$ cat src/rtl/gcd_pkg.sv
// Shared state encoding and mux select values for the subtract-based GCD controller.
package gcd_pkg;

    typedef enum logic [2:0] {
        IDLE  = 3'd0,
        LOAD  = 3'd1,
        CHECK = 3'd2,
        SUBX  = 3'd3,
        SUBY  = 3'd4,
        WRITE = 3'd5,
        DONE  = 3'd6
    } gcd_state_t;

    localparam logic MUX_SEL_INPUT = 1'b0;
    localparam logic MUX_SEL_DIFF  = 1'b1;

endpackage

$ cat src/rtl/gcd_iter_counter.sv
// Saturating subtract-step counter with terminal compare against MAX_ITER.
// GCD_ITER_OUT_EN adds a snapshot register holding the count of the last finished run.
module gcd_iter_counter #(
    parameter int ITER_W   = 8,
    parameter int MAX_ITER = 255
) (
    input  logic              clk,
    input  logic              reset,
    input  logic              i_clr,
    input  logic              i_inc,
    output logic              o_at_max
`ifdef GCD_ITER_OUT_EN
    ,
    input  logic              i_snap,
    output logic [ITER_W-1:0] o_snap_count
`endif
);

    localparam logic [ITER_W-1:0] MAX_VAL = ITER_W'(MAX_ITER);

    logic [ITER_W-1:0] r_count;
    logic              w_at_max;

    assign w_at_max = (r_count == MAX_VAL);
    assign o_at_max = w_at_max;

    // Holding at MAX_VAL keeps the abort compare asserted and rules out wrap-around.
    always_ff @(posedge clk) begin
        if (!reset) begin
            r_count <= '0;
        end else if (i_clr) begin
            r_count <= '0;
        end else if (i_inc && !w_at_max) begin
            r_count <= r_count + ITER_W'(1);
        end
    end

`ifdef GCD_ITER_OUT_EN
    logic [ITER_W-1:0] r_snap;

    always_ff @(posedge clk) begin
        if (!reset) begin
            r_snap <= '0;
        end else if (i_snap) begin
            r_snap <= r_count;
        end
    end

    assign o_snap_count = r_snap;
`endif

endmodule

$ cat src/rtl/gcd_controller.sv
// Sequencer for the 8-bit subtract-based GCD datapath; zero operands end with err.
// Optional GCD_ITER_OUT_EN exposes the subtract-step count of the last run on iter_count.
module gcd_controller
    import gcd_pkg::*;
#(
    parameter int MAX_ITER = 255,
    parameter int ITER_W   = 8
) (
    input  logic              clk,
    input  logic              reset,
    input  logic              start,
    input  logic              x_lt_y,
    input  logic              x_neq_y,
    output logic              x_ld,
    output logic              y_ld,
    output logic              x_sel,
    output logic              y_sel,
    output logic              d_o_ld,
    output logic              busy,
    output logic              done,
    output logic              err
`ifdef GCD_ITER_OUT_EN
    ,
    output logic [ITER_W-1:0] iter_count
`endif
);

    gcd_state_t r_state;
    gcd_state_t w_next_state;
    logic       r_err;
    logic       w_clr;
    logic       w_inc;
    logic       w_set_err;
    logic       w_at_max;

    gcd_iter_counter #(
        .ITER_W   (ITER_W),
        .MAX_ITER (MAX_ITER)
    ) u_iter (
        .clk          (clk),
        .reset        (reset),
        .i_clr        (w_clr),
        .i_inc        (w_inc),
        .o_at_max     (w_at_max)
`ifdef GCD_ITER_OUT_EN
        ,
        .i_snap       (r_state == DONE),
        .o_snap_count (iter_count)
`endif
    );

    always_ff @(posedge clk) begin
        if (!reset) begin
            r_state <= IDLE;
            r_err   <= 1'b0;
        end else begin
            r_state <= w_next_state;
            if (w_clr) begin
                r_err <= 1'b0;
            end else if (w_set_err) begin
                r_err <= 1'b1;
            end
        end
    end

    assign err = r_err;

    always_comb begin
        w_next_state = IDLE;
        w_clr        = 1'b0;
        w_inc        = 1'b0;
        w_set_err    = 1'b0;
        x_ld         = 1'b0;
        y_ld         = 1'b0;
        x_sel        = MUX_SEL_INPUT;
        y_sel        = MUX_SEL_INPUT;
        d_o_ld       = 1'b0;
        busy         = 1'b0;
        done         = 1'b0;

        case (r_state)
            IDLE: begin
                if (start) begin
                    w_next_state = LOAD;
                    w_clr        = 1'b1;
                end else begin
                    w_next_state = IDLE;
                end
            end
            LOAD: begin
                x_ld         = 1'b1;
                y_ld         = 1'b1;
                busy         = 1'b1;
                w_next_state = CHECK;
            end
            CHECK: begin
                busy = 1'b1;
                // Equality wins over the abort compare so a run that converges on its last step still commits.
                if (!x_neq_y) begin
                    w_next_state = WRITE;
                end else if (w_at_max) begin
                    w_set_err    = 1'b1;
                    w_next_state = DONE;
                end else if (x_lt_y) begin
                    w_next_state = SUBY;
                end else begin
                    w_next_state = SUBX;
                end
            end
            SUBX: begin
                x_ld         = 1'b1;
                x_sel        = MUX_SEL_DIFF;
                busy         = 1'b1;
                w_inc        = 1'b1;
                w_next_state = CHECK;
            end
            SUBY: begin
                y_ld         = 1'b1;
                y_sel        = MUX_SEL_DIFF;
                busy         = 1'b1;
                w_inc        = 1'b1;
                w_next_state = CHECK;
            end
            WRITE: begin
                d_o_ld       = 1'b1;
                busy         = 1'b1;
                w_next_state = DONE;
            end
            DONE: begin
                done         = 1'b1;
                w_next_state = IDLE;
            end
            default: w_next_state = IDLE;
        endcase
    end

endmodule

$ cat config.mk
export PLATFORM = sky130hd
export DESIGN_NAME = gcd_controller
export DESIGN_NICKNAME = d
export VERILOG_FILES = /design/src/rtl/gcd_pkg.sv /design/src/rtl/gcd_iter_counter.sv /design/src/rtl/gcd_controller.sv
export SDC_FILE = /design/constraint.sdc
export NUM_CORES = 1
export LEC_CHECK = 0
export CAP_MARGIN = 30
export CORE_MARGIN = 2
export CORE_UTILIZATION = 49
export CTS_CLUSTER_DIAMETER = 40
export DETAILED_ROUTE_END_ITERATION = 7
export GPL_TIMING_DRIVEN = 0
export PLACE_DENSITY_LB_ADDON = 0.3
export SLEW_MARGIN = 20
export SYNTH_ARGS = -nofsm -noshare
export SYNTH_HDL_FRONTEND = slang
export SYNTH_HIERARCHICAL = 1
export SYNTH_SLANG_ARGS = --single-unit
$ cat constraint.sdc
create_clock -name clk -period 2.1 [get_ports clk]
set_input_delay 0.21 -clock clk [delete_from_list [all_inputs] [get_ports clk]]
set_output_delay 0.21 -clock clk [all_outputs]
set_load 0.03 [all_outputs]
==> summary.md, run 1 <==
| Metric | Value |
|---|---|
| Root buf cell | `clkbuf_4` |
| Antenna diodes | `0` |
| Via count | `650` |
| Final setup viols | `0` |
| Clk slew on worst S/H paths | `0.08 ns` |
| RSZ-0062 raised after global routing | `no` |
| Mean Syn Cell Area | `8.50 um2` |
| Antenna violation net count after detailed routing | `0` |
| Final Wtd Congestion | `0.735` |
| Initial Util | `0.536` |
| Worst vdd rail ir drop | `445 uV` |
| Row count | `13` |
| Fmax | `0.517 GHz` |
| Hold path depth | `2` |
| H-tree depth | `1` |
| Fin. max-slew vios | `0` |
| Synth Area in Compound Gates | `0.176` |
| Area growth syn-to-layout | `25.5%` |
| Yosys cell types | `38` |
| Largest family of logic cells by synthesized area | `simple AND/OR/NAND/NOR gates` |
| Vias in the first global route | `567` |
| Register area share after synthesis | `0.340` |
| DRC errors left | `0` |
| DR iter-0 viols | `10` |
| Cts repair resizes | `0` |
| GRT Resource Usage Total | `0.171` |
| Post-synthesis simple-gate area fraction | `0.369` |
| CTS Sinks | `12` |
| Met1 Routed Length | `692 um` |
| First-pass GRT wire length | `2340 um` |
| Setup slack, reg-to-reg | `0.25 ns` |
| TritonCTS buffer count | `3` |
| Power density cells | `598 nW/um2` |
| Hold EP | `u_iter/r_count[1]` |
| Critical path fanouts, max | `10` |
| WHS | `0.498 ns` |
| Post-Synth XOR/XNOR Area | `0.0124` |
| Die height | `42.0 um` |
| Yosys warns | `6` |
| Cells after DPL | `110` |
| Setup TNS | `0 ns` |
| I/O pin count | `13` |
| Total core area | `1320 um2` |
| Worst-Margin Slew | `0.505 ns` |
| Post-Layout Cell Count | `114` |
| Adder-cell area share of the yosys netlist | `0.0177` |
| Commonest non-fill, non-tap cells in the layout | `12 x dfxtp_1, 12 x clkdlybuf4s50_1, 10 x nand2_1` |
| Asr flop ratio synth | `0` |
| Post-CTS Hold Buffers | `0` |
| Number of synthesized flops with an enable pin | `0` |
| Clk buf depth | `2` |
| LEAKAGE | `0.336 nW` |
| Max-slew headroom | `0.663` |
| Via-to-Cell Ratio | `5.70` |
| CP Launch Point | `r_state[1]` |
| Critical Path RT | `1.89 ns` |
| Final count of hold timing violations | `0` |
| Mux share of post-synthesis cell area | `0.0284` |
| Nets@finish | `106` |
| Top FF cell, synth | `dfxtp_1` |
| Netlist Area Pre-Place | `706 um2` |
| Hold Crit Class | `reg -> reg` |
| FF-to-FF path depth | `7` |
| Cells after synthesis | `83` |
| Initial antenna violation count | `0` |
| Setup crit end kind | `primary output` |
| Period utilization | `0.921` |
| Dpl hpwl | `1100 um` |
| Synth Net Count | `89` |
| WL/cell | `12.5 um` |
| Setup CP Type | `reg -> out` |
| Max Cap Viol | `0` |
| Setup Skew | `0.000951 ns` |
| Worst R2R End | `u_iter/r_count[5]` |
| Critical path launch point type | `flop` |
| Status | `finished clean` |
| Top layer in use | `met4` |
| Largest net degree at the start of global routing | `11` |
| Number of setup buffers added after CTS | `0` |
| Gr ovfl total | `0` |
| CTS tree | `built` |
| Hold_sp | `u_iter/r_count[1]` |
| Share of layout cells above drive strength 1 | `0.141` |
| Min cycle time layout | `1.93 ns` |
| Met3 WL | `57 um` |
| Final core occ | `0.672` |
| Beginning of the worst register-to-register path | `r_state[0]` |
| Met2 routed WL | `659 um` |
| Yosys reg bits | `12` |
| Routed wire length | `1430 um` |
| Drt first pass iters | `4` |
| Clock latency on the worst-skew pair | `0.27 ns` |
| Crit path DAT | `1.72 ns` |
| Final Power | `530 uW` |
| DIE WIDTH | `42.0 um` |
| Die area | `1760 um2` |
| I/O Buffers | `12` |
-- final cells by class --
| type | count | area (um2) |
|---|---|---|
| clock buffers | 4 | 36.3 |
| flip-flops and latches | 12 | 240 |
| multi-input cells | 65 | 430 |
| plain buffers | 4 | 32.5 |
| repair buffers | 12 | 120 |
| inverters | 2 | 7.51 |
| fillers | 103 | 432 |
| well taps | 15 | 18.8 |
-- sequential cells by signal, summed over array words and instances, names as in the netlist --
signal          cells
u_iter/r_count      8
r_state             3
err                 1
-- kinds of logic after synthesis --
| family | after synthesis |
|---|---|
| flops | 12 |
| compound gates | 19 |
| xor+xnor | 1 |
| simple gates | 42 |
| buf+inv | 6 |
| mux | 2 |
| fa+ha+maj | 1 |
-- report_power, final --
group          internal [mW]  switching (mW)
logic                 0.0502          0.0602
clock network          0.105          0.0785
registers              0.232         0.00322
-- routing by layer --
layer,GRT usage,vias up
met4,0.0774,0
met1,0.230,291
met3,0.0261,4
li1,-,338
met5,0,-
met2,0.269,17
-- cell usage after synthesis, drive strengths merged (2+ instances only) --
master / number / share of area
nor3: 4 / 0.028
a21oi: 7 / 0.050
nor3b: 2 / 0.021
buf: 4 / 0.046
nand2b: 2 / 0.018
nor2b: 3 / 0.037
nor2: 5 / 0.037
and3: 4 / 0.035
nand2: 10 / 0.053
o21ai: 3 / 0.021
and2: 2 / 0.021
nand4: 2 / 0.018
inv: 2 / 0.011
dfxtp: 12 / 0.34
nand3: 2 / 0.021
mux2i: 2 / 0.028
and4: 2 / 0.025
-- worst max-delay path: stages, from the launching register on --
cell             delay, ns
dfxtp_1               0.35
buf_2                 0.22
nor3_1                0.07
a21oi_1               0.12
clkdlybuf4s50_1       0.68
-- worst max-delay path by stage --
stage | to | slack (ns) | cells after the start
floorplan | u_iter/r_count[6] | 0.15 | 6
global placement | u_iter/r_count[5] | 0.36 | 7
detailed placement | u_iter/r_count[5] | 0.31 | 7
CTS | busy | 0.17 | 4
global route | busy | 0.07 | 4
finish | busy | 0.17 | 4
-- stage by stage --
stage               setup WS [ns]  cell area, um2
floorplan                   0.147             711
global placement            0.362             850
detailed placement          0.313             850
CTS                         0.165             886
global route               0.0674             886
finish                      0.166             886
Note: power is estimated with default switching activity, not from simulation.
==> inputs of run 2 (changes only) <==
--- a/config.mk
+++ b/config.mk
@@ -9,6 +9,7 @@
 export CORE_MARGIN = 2
 export CORE_UTILIZATION = 49
 export CTS_CLUSTER_DIAMETER = 40
+export CTS_CLUSTER_SIZE = 16
 export DETAILED_ROUTE_END_ITERATION = 7
 export GPL_TIMING_DRIVEN = 0
 export PLACE_DENSITY_LB_ADDON = 0.3
==> results of run 2 <==
Same layout as run 1: the final DEF is identical, and so are final timing and power.
